$ cat config.mk
export PLATFORM = sky130hd
export DESIGN_NAME = alu
export DESIGN_NICKNAME = d
export VERILOG_FILES = /design/src/rtl/alu.sv
export SDC_FILE = /design/constraint.sdc
export NUM_CORES = 2
export LEC_CHECK = 0
export BUFFER_PORTS_ARGS = -buffer_cell sky130_fd_sc_hd__buf_2
export CAP_MARGIN = 20
export CORE_UTILIZATION = 51
export CTS_CLUSTER_DIAMETER = 80
export DETAILED_ROUTE_END_ITERATION = 12
export HOLD_SLACK_MARGIN = 0.15
export PLACE_DENSITY = 0.68
export SYNTH_ARGS = -nofsm -noshare
export SYNTH_HDL_FRONTEND = slang
export SYNTH_SLANG_ARGS = --single-unit
$ cat constraint.sdc
create_clock -name clk -period 12.5 [get_ports clk]
set_clock_uncertainty 0.15 [all_clocks]
set_input_delay 0.625 -clock clk [delete_from_list [all_inputs] [get_ports clk]]
set_output_delay 0.625 -clock clk [all_outputs]
set_load 0.01 [all_outputs]
$ cat src/rtl/alu.sv
// RV32IM execute-stage ALU: decodes opcode/funct3/funct7 into add/sub, logic, shift, compare, multiply (optional divide with ALU_DIV_EN).
// Latency: 1 cycle, inputs registered into result/zero/status; one new operation accepted every clock.
// Backpressure: none; no handshake, the ALU always accepts and always presents a result.
module alu #(
   parameter int WIDTH = 32
) (
   input  logic             clk,
   input  logic             rst,
   input  logic [WIDTH-1:0] op1,
   input  logic [WIDTH-1:0] op2,
   input  logic [6:0]       opcode,
   input  logic [2:0]       funct3,
   input  logic [6:0]       funct7,
   output logic [WIDTH-1:0] result,
   output logic             zero,
   output logic             status
);

   localparam int SHW = $clog2(WIDTH);

   localparam logic [6:0] OPC_R      = 7'b0110011;
   localparam logic [6:0] OPC_I      = 7'b0010011;
   localparam logic [6:0] OPC_LOAD   = 7'b0000011;
   localparam logic [6:0] OPC_STORE  = 7'b0100011;
   localparam logic [6:0] OPC_AUIPC  = 7'b0010111;
   localparam logic [6:0] OPC_JAL    = 7'b1101111;
   localparam logic [6:0] OPC_JALR   = 7'b1100111;
   localparam logic [6:0] OPC_BRANCH = 7'b1100011;
   localparam logic [6:0] OPC_LUI    = 7'b0110111;

   localparam logic [6:0] F7_BASE = 7'b0000000;
   localparam logic [6:0] F7_ALT  = 7'b0100000;
   localparam logic [6:0] F7_MEXT = 7'b0000001;

   logic [SHW-1:0]     shamt;
   logic [WIDTH-1:0]   add_r, sub_r, sll_r, srl_r, sra_r, slt_r, sltu_r;
   logic               mul_a_sgn, mul_b_sgn;
   logic [2*WIDTH-1:0] mul_a, mul_b, prod;
   logic [WIDTH-1:0]   res_c;
   logic               ill_c;

   assign shamt  = op2[SHW-1:0];
   assign add_r  = op1 + op2;
   assign sub_r  = op1 - op2;
   assign sll_r  = op1 << shamt;
   assign srl_r  = op1 >> shamt;
   assign sra_r  = $signed(op1) >>> shamt;
   assign slt_r  = {{(WIDTH-1){1'b0}}, ($signed(op1) < $signed(op2))};
   assign sltu_r = {{(WIDTH-1){1'b0}}, (op1 < op2)};

   // One shared multiplier: operands are sign- or zero-extended to 2*WIDTH so the
   // truncated 2*WIDTH product is exact for MUL, MULH, MULHSU and MULHU alike.
   assign mul_a_sgn = (funct3 == 3'b001) || (funct3 == 3'b010);
   assign mul_b_sgn = (funct3 == 3'b001);
   assign mul_a     = {{WIDTH{mul_a_sgn & op1[WIDTH-1]}}, op1};
   assign mul_b     = {{WIDTH{mul_b_sgn & op2[WIDTH-1]}}, op2};
   assign prod      = mul_a * mul_b;

`ifdef ALU_DIV_EN
   logic [WIDTH-1:0] div_r, divu_r, rem_r, remu_r;
   logic             div_zero, div_ovf;

   assign div_zero = (op2 == '0);
   assign div_ovf  = (op1 == {1'b1, {(WIDTH-1){1'b0}}}) && (op2 == '1);

   // Divide/remainder with the RISC-V results for divide-by-zero and signed overflow.
   always_comb begin
      div_r  = '1;
      divu_r = '1;
      rem_r  = op1;
      remu_r = op1;
      if (!div_zero) begin
         divu_r = op1 / op2;
         remu_r = op1 % op2;
         if (div_ovf) begin
            div_r = op1;
            rem_r = '0;
         end else begin
            div_r = $signed(op1) / $signed(op2);
            rem_r = $signed(op1) % $signed(op2);
         end
      end
   end
`endif

   // Decode the instruction fields and select the same-cycle result or flag illegal.
   always_comb begin
      res_c = '0;
      ill_c = 1'b0;
      case (opcode)
         OPC_R: begin
            case (funct7)
               F7_BASE: begin
                  case (funct3)
                     3'b000:  res_c = add_r;
                     3'b001:  res_c = sll_r;
                     3'b010:  res_c = slt_r;
                     3'b011:  res_c = sltu_r;
                     3'b100:  res_c = op1 ^ op2;
                     3'b101:  res_c = srl_r;
                     3'b110:  res_c = op1 | op2;
                     default: res_c = op1 & op2;
                  endcase
               end
               F7_ALT: begin
                  case (funct3)
                     3'b000:  res_c = sub_r;
                     3'b101:  res_c = sra_r;
                     default: ill_c = 1'b1;
                  endcase
               end
               F7_MEXT: begin
                  case (funct3)
                     3'b000:  res_c = prod[WIDTH-1:0];
                     3'b001,
                     3'b010,
                     3'b011:  res_c = prod[2*WIDTH-1:WIDTH];
`ifdef ALU_DIV_EN
                     3'b100:  res_c = div_r;
                     3'b101:  res_c = divu_r;
                     3'b110:  res_c = rem_r;
                     default: res_c = remu_r;
`else
                     default: ill_c = 1'b1;
`endif
                  endcase
               end
               default: ill_c = 1'b1;
            endcase
         end
         OPC_I: begin
            case (funct3)
               3'b000:  res_c = add_r;
               3'b001: begin
                  if (funct7 == F7_BASE) res_c = sll_r;
                  else                   ill_c = 1'b1;
               end
               3'b010:  res_c = slt_r;
               3'b011:  res_c = sltu_r;
               3'b100:  res_c = op1 ^ op2;
               3'b101: begin
                  if (funct7 == F7_BASE)     res_c = srl_r;
                  else if (funct7 == F7_ALT) res_c = sra_r;
                  else                       ill_c = 1'b1;
               end
               3'b110:  res_c = op1 | op2;
               default: res_c = op1 & op2;
            endcase
         end
         OPC_LOAD, OPC_STORE, OPC_AUIPC, OPC_JAL, OPC_JALR: res_c = add_r;
         OPC_BRANCH: res_c = sub_r;
         OPC_LUI:    res_c = op2;
         default:    ill_c = 1'b1;
      endcase
      if (ill_c) res_c = '0;
   end

   // Register result and flags; zero is taken from the same computed value as result.
   always_ff @(posedge clk) begin
      if (rst) begin
         result <= '0;
         zero   <= 1'b1;
         status <= 1'b0;
      end else begin
         result <= res_c;
         zero   <= (res_c == '0);
         status <= ill_c;
      end
   end

endmodule

== Word-level counts from Yosys, hierarchy flattened ==
Cells that the tools add are included.
Cells by class
  $mul: 1
  multiplexer cells: 18
  reduce and logical (&&, ||, !) cells: 9
  order comparisons: 2
  shifts and indexed selects: 3
  add/subtract/negate cells: 2
  equal/unequal tests: 17
  bitwise logic cells: 5
Operators by type and width (number)
  32-bit case mux with 7 select lines: 2
  32-bit case mux with 5 select lines: 1
  32-bit 2-to-1 mux: 4
  32-bit case mux with 2 select lines: 2
  32-bit case mux with 3 select lines: 1
  32-bit < comparator: 2
  33-bit by 33-bit multiplier with 64-bit output: 1
  32-bit adder: 1
  32-bit bitwise AND: 1
  32-bit zero test: 1
  32-bit bitwise OR: 1
  32-bit by 5-bit << shifter with 32-bit output: 1
  32-bit by 5-bit right shift with 32-bit output: 1
  32-bit by 5-bit >>> shifter with 32-bit output: 1
  32-bit subtractor: 1
  32-bit XOR: 1
  7-bit by 6-bit equality test with 1-bit output, second input constant: 4
  7-bit equality test, second input constant: 3
  7-bit by 5-bit equality test with 1-bit output, second input constant: 2
  3-bit equality test, second input constant: 3
  7-bit by 1-bit equality test with 1-bit output, second input constant: 1
  7-bit by 2-bit equality test with 1-bit output, second input constant: 1
  7-bit zero test: 1
  7-bit OR reduction: 1
  other kinds (12): 19
Word-level totals
  bits in registers: 34
  word-level logic and storage cells: 60
  output and inout bits: 34

== Depth between registers and ports, before layout ==
  depth in word-level cells: 9
  gate-level depth with buffers: 39

== Least setup slack after synthesis ==
No wires, ideal clock.
  path kind: input to register
  start: in funct3[2]
  end: reg zero
  arrival: 9.951 ns
  setup time: 0.060 ns
  setup slack: 2.339 ns
  cell stages on the path: 36
  required time: 12.290 ns
  cells stage by stage: clkbuf_1 clkbuf_1 clkbuf_1 buf_1 clkbuf_1 or2_2 clkbuf_1 nor2_1 clkbuf_1 nand2_1 fa_1 fa_1 inv_1 fa_1 inv_1 fa_1 inv_1 fa_1 fa_1 inv_1 fa_1 fa_1 inv_1 ha_1 clkbuf_1 a21o_1 a2111oi_0 o22ai_1 o21ai_0 a21oi_1 mux2i_1 a2111oi_0 and3_1 and4b_1 and4b_1 a41o_1
On the way
  longest elaborated chain between the ends: 9
  elaborated cells between the ends (all ways): 27
RTL lines
  start: declaration: RTL line 12  | input logic [2:0] funct3,
  3-bit by 1-bit equality test with 1-bit output / 3-bit by 2-bit equality test with 1-bit output (equally long branches)
  1-bit logical OR: RTL line 53  | assign mul_a_sgn = (funct3 == 3'b001) || (funct3 == 3'b010);
  1-bit bitwise AND: RTL line 55  | assign mul_a = {{WIDTH{mul_a_sgn & op1[WIDTH-1]}}, op1};
  33-bit by 33-bit multiplier with 64-bit output: RTL line 57  | assign prod = mul_a * mul_b;
  32-bit case mux with 2 select lines: RTL line 113  | case (funct3)
  32-bit case mux with 3 select lines: RTL line 92  | case (funct7)
  32-bit case mux with 5 select lines: RTL line 90  | case (opcode)
  32-bit 2-to-1 mux (*): RTL line 155  | if (ill_c) res_c = '0;
  32-bit zero test (*): RTL line 166  | zero <= (res_c == '0);
  end signal: assignment: RTL line 166
  end: declaration: RTL line 15  | output logic zero,
Mark *: on every way between the ends. The rest lies on a longest branch, timed or not.
A chain may end at the register's enable or synchronous reset.

== Worst setup path after layout ==
  start: in funct3[1]
  end: reg zero
The elaborated chain is that of the path after synthesis.

==> impl_metrics.yaml <==
clocking:
  hold_buffers: 0
  postCtsResizedCells: 0
  numCtsBuffers: 5
  cts.sinks: 34
  clock_path_buffers: 2
  cts_max_level: 2
  clk_pin_slew_worst_paths_ps: 60
  post_cts_buffers: 0
  root_buffer: "clkbuf_16"
  cts_tree: "built"
floorplan:
  rows: 116
  die-area_um2: 102100
  core_um2: 100000
  die_x_um: 319.5
  io_pins: 117
  fp.dieH_um: 319.5
  initial_utilization_pct: 51.41
logic_synthesis:
  synthTopCellsByArea: "fa_1 44%, inv_1 9.3%, ha_1 7.5%, nand2_1 7.4%, nor2_1 3.8%"
  yosysUniqueCellTypes: 95
  synth_area_leader_cell: "fa_1"
  synthArstFlopShare_pct: 0
  synth_edf_count: 0
  ys_warn_count: 0
  seq_area_frac_synth_pct: 1.324
  synth_flop_cell: "dfxtp_1"
  postSynthCellCount: 6313
  syn-cell-area_um2: 51410
  netlist.area_leader.share_pct: 43.88
  ys_seq_elements: 34
  syn_nets: 7832
  synth_area_per_cell_um2: 8.144
worst_setup_path:
  end_kind: "flip-flop"
  cp_data_arrival_time_ps: 11490
  cp_max_fo: 8
  path_class: "primary input to flip-flop"
  cp_slowest_cell: "o21ai_0"
  slowest_delay_ps: 810
  cp-start-kind: "primary input"
  cp_data_required_time_ps: 12570
sta:
  finalSetupViolations: 0
  final-hold-violation-count: 0
  drv_slew: 0
  fin_crit_sh_pct: 91.37
  grt_setup_unrepaired: "false"
  finalSetupTns_ps: 0
  relSlewSlack_pct: 13.37
  max_freq_mhz: 87.56
  period_needed_ps: 11420
  worst_pin_slew_ps: 1298
detailed_routing:
  totalWireLength_um: 271600
  route.detailed.drc: 2
  wire_per_inst_um: 35.92
  drt_iter0_markers: 6946
  ant_nets: 0
  vias_per_cell: 6.720
  first_pass_iters: 13
  vias: 50800
grt:
  grt_pass1_wl_um: 381000
  antenna_found_initial: 27
  globalRouteOverflowTotal: 0
  grt_max_degree: 44
  grt_usage_pct: 53.26
  grt_pass1_vias: 51650
place:
  place_hpwl_um: 216800
  gpl.final_weighted_congestion: 1.151
  io_buffers: 116
layout:
  final_util_pct: 53.96
  final_cell_mix: "1,277 x inv_1, 1,127 x fa_1, 1,009 x nand2_1"
  final_common_cell: "inv_1"
  fillers: 9250
  layout.nets: 7764
  syn_to_final_growth_pct: 4.962
  drive_gt1_share_pct: 7.541
status:
  violations: "design-rule violations"
  status: "complete, but fails checks"
min_path:
  min_path_type: "primary input to flip-flop"
  holdPathStages: 2
run:
  drv_cap: 0
cells in the mapped netlist (16+ instances only):
| master | instances |
|---|---|
| inv_1 | 1279 |
| mux2i_1 | 60 |
| o22ai_1 | 34 |
| buf_2 | 29 |
| nand2b_1 | 25 |
| a22oi_1 | 22 |
| o221ai_1 | 27 |
| fa_1 | 1127 |
| nand3_1 | 76 |
| mux4_2 | 50 |
| nor4_1 | 29 |
| a21o_1 | 32 |
| nor3_1 | 91 |
| a211oi_1 | 51 |
| a221oi_1 | 23 |
| nand4_1 | 31 |
| o21ai_0 | 175 |
| xor2_1 | 22 |
| dfxtp_1 | 34 |
| ha_1 | 309 |
| clkbuf_1 | 279 |
| nor2b_1 | 30 |
| a31oi_1 | 34 |
| xnor2_1 | 70 |
| a2111oi_0 | 17 |
| clkinv_1 | 21 |
| and3_1 | 20 |
| and2_1 | 19 |
| mux2_2 | 24 |
| a221o_1 | 16 |
| o211ai_1 | 47 |
| nand2_1 | 1011 |
| nor2_1 | 527 |
| o21bai_1 | 24 |
| buf_1 | 81 |
| a21oi_1 | 256 |
| o31ai_1 | 23 |
| o21a_1 | 18 |
state kept, by name, summed over array words and instances (netlist names):
signal and cells:
status 1, zero 1, result 32
logic make-up after synthesis:
logic type               after synthesis  share of synthesized area, %
buffers and inverters               1708                         12.69
XOR/XNOR                              92                         1.567
AND/OR/NAND/NOR                     1937                         15.89
adder cells (fa/ha/maj)             1436                         51.40
multiplexers                         149                         4.651
flip-flops                            34                         1.324
AO/OA/AOI/OAI                        957                         12.47
final timing paths:
path                   from   endpoint  slack, ps
setup / recovery  funct3[1]       zero       1080
hold / removal          rst  result[1]        730
critical path, delay by kind of cell:
family / cells / cell delay [ps]
adders and majority gates: 9 / 4910
AOI/OAI and AO/OA: 6 / 2740
and+or+nand+nor: 6 / 1310
buffers and inverters: 9 / 1110
xor gates and xnor gates: 1 / 680
muxes: 1 / 120
through the flow:
step	hold slack (ps)	area [um2]	setup slack [ps]	cells
final	730.8	53960	1079	7560
after global routing	742.1	53930	593.9	7547
after CTS	717.3	53910	1252	7542
after detailed placement	867.3	53740	1082	7534
after global placement	868.6	53730	1262	7533
after floorplan	712.9	51410	2339	6313
per-layer routing:
layer | track usage, % | vias up | part of all wire, %
met2 | 76.64 | 4456 | 41
met5 | 0.4728 | - | 0.058
li1 | - | 19750 | -
met4 | 45.46 | 18 | 11
met3 | 19.62 | 1358 | 14
met1 | 62.94 | 25220 | 34
area by class of cell:
| type | instances | area [um2] | area share [%] |
|---|---|---|---|
| antenna | 16 | 40.04 | 0.07419 |
| clock buffer | 5 | 125.1 | 0.2319 |
| clock inverter | 3 | 45.04 | 0.08347 |
| inverter | 1306 | 4902 | 9.084 |
| multi-input combinational | 4571 | 44330 | 82.14 |
| sequential | 34 | 680.7 | 1.261 |
| tap | 1298 | 1624 | 3.010 |
| timing repair buffer | 327 | 2220 | 4.113 |
Power is not shown: default switching activity piles up to over one toggle a cycle in this logic, so the estimate is an artifact.
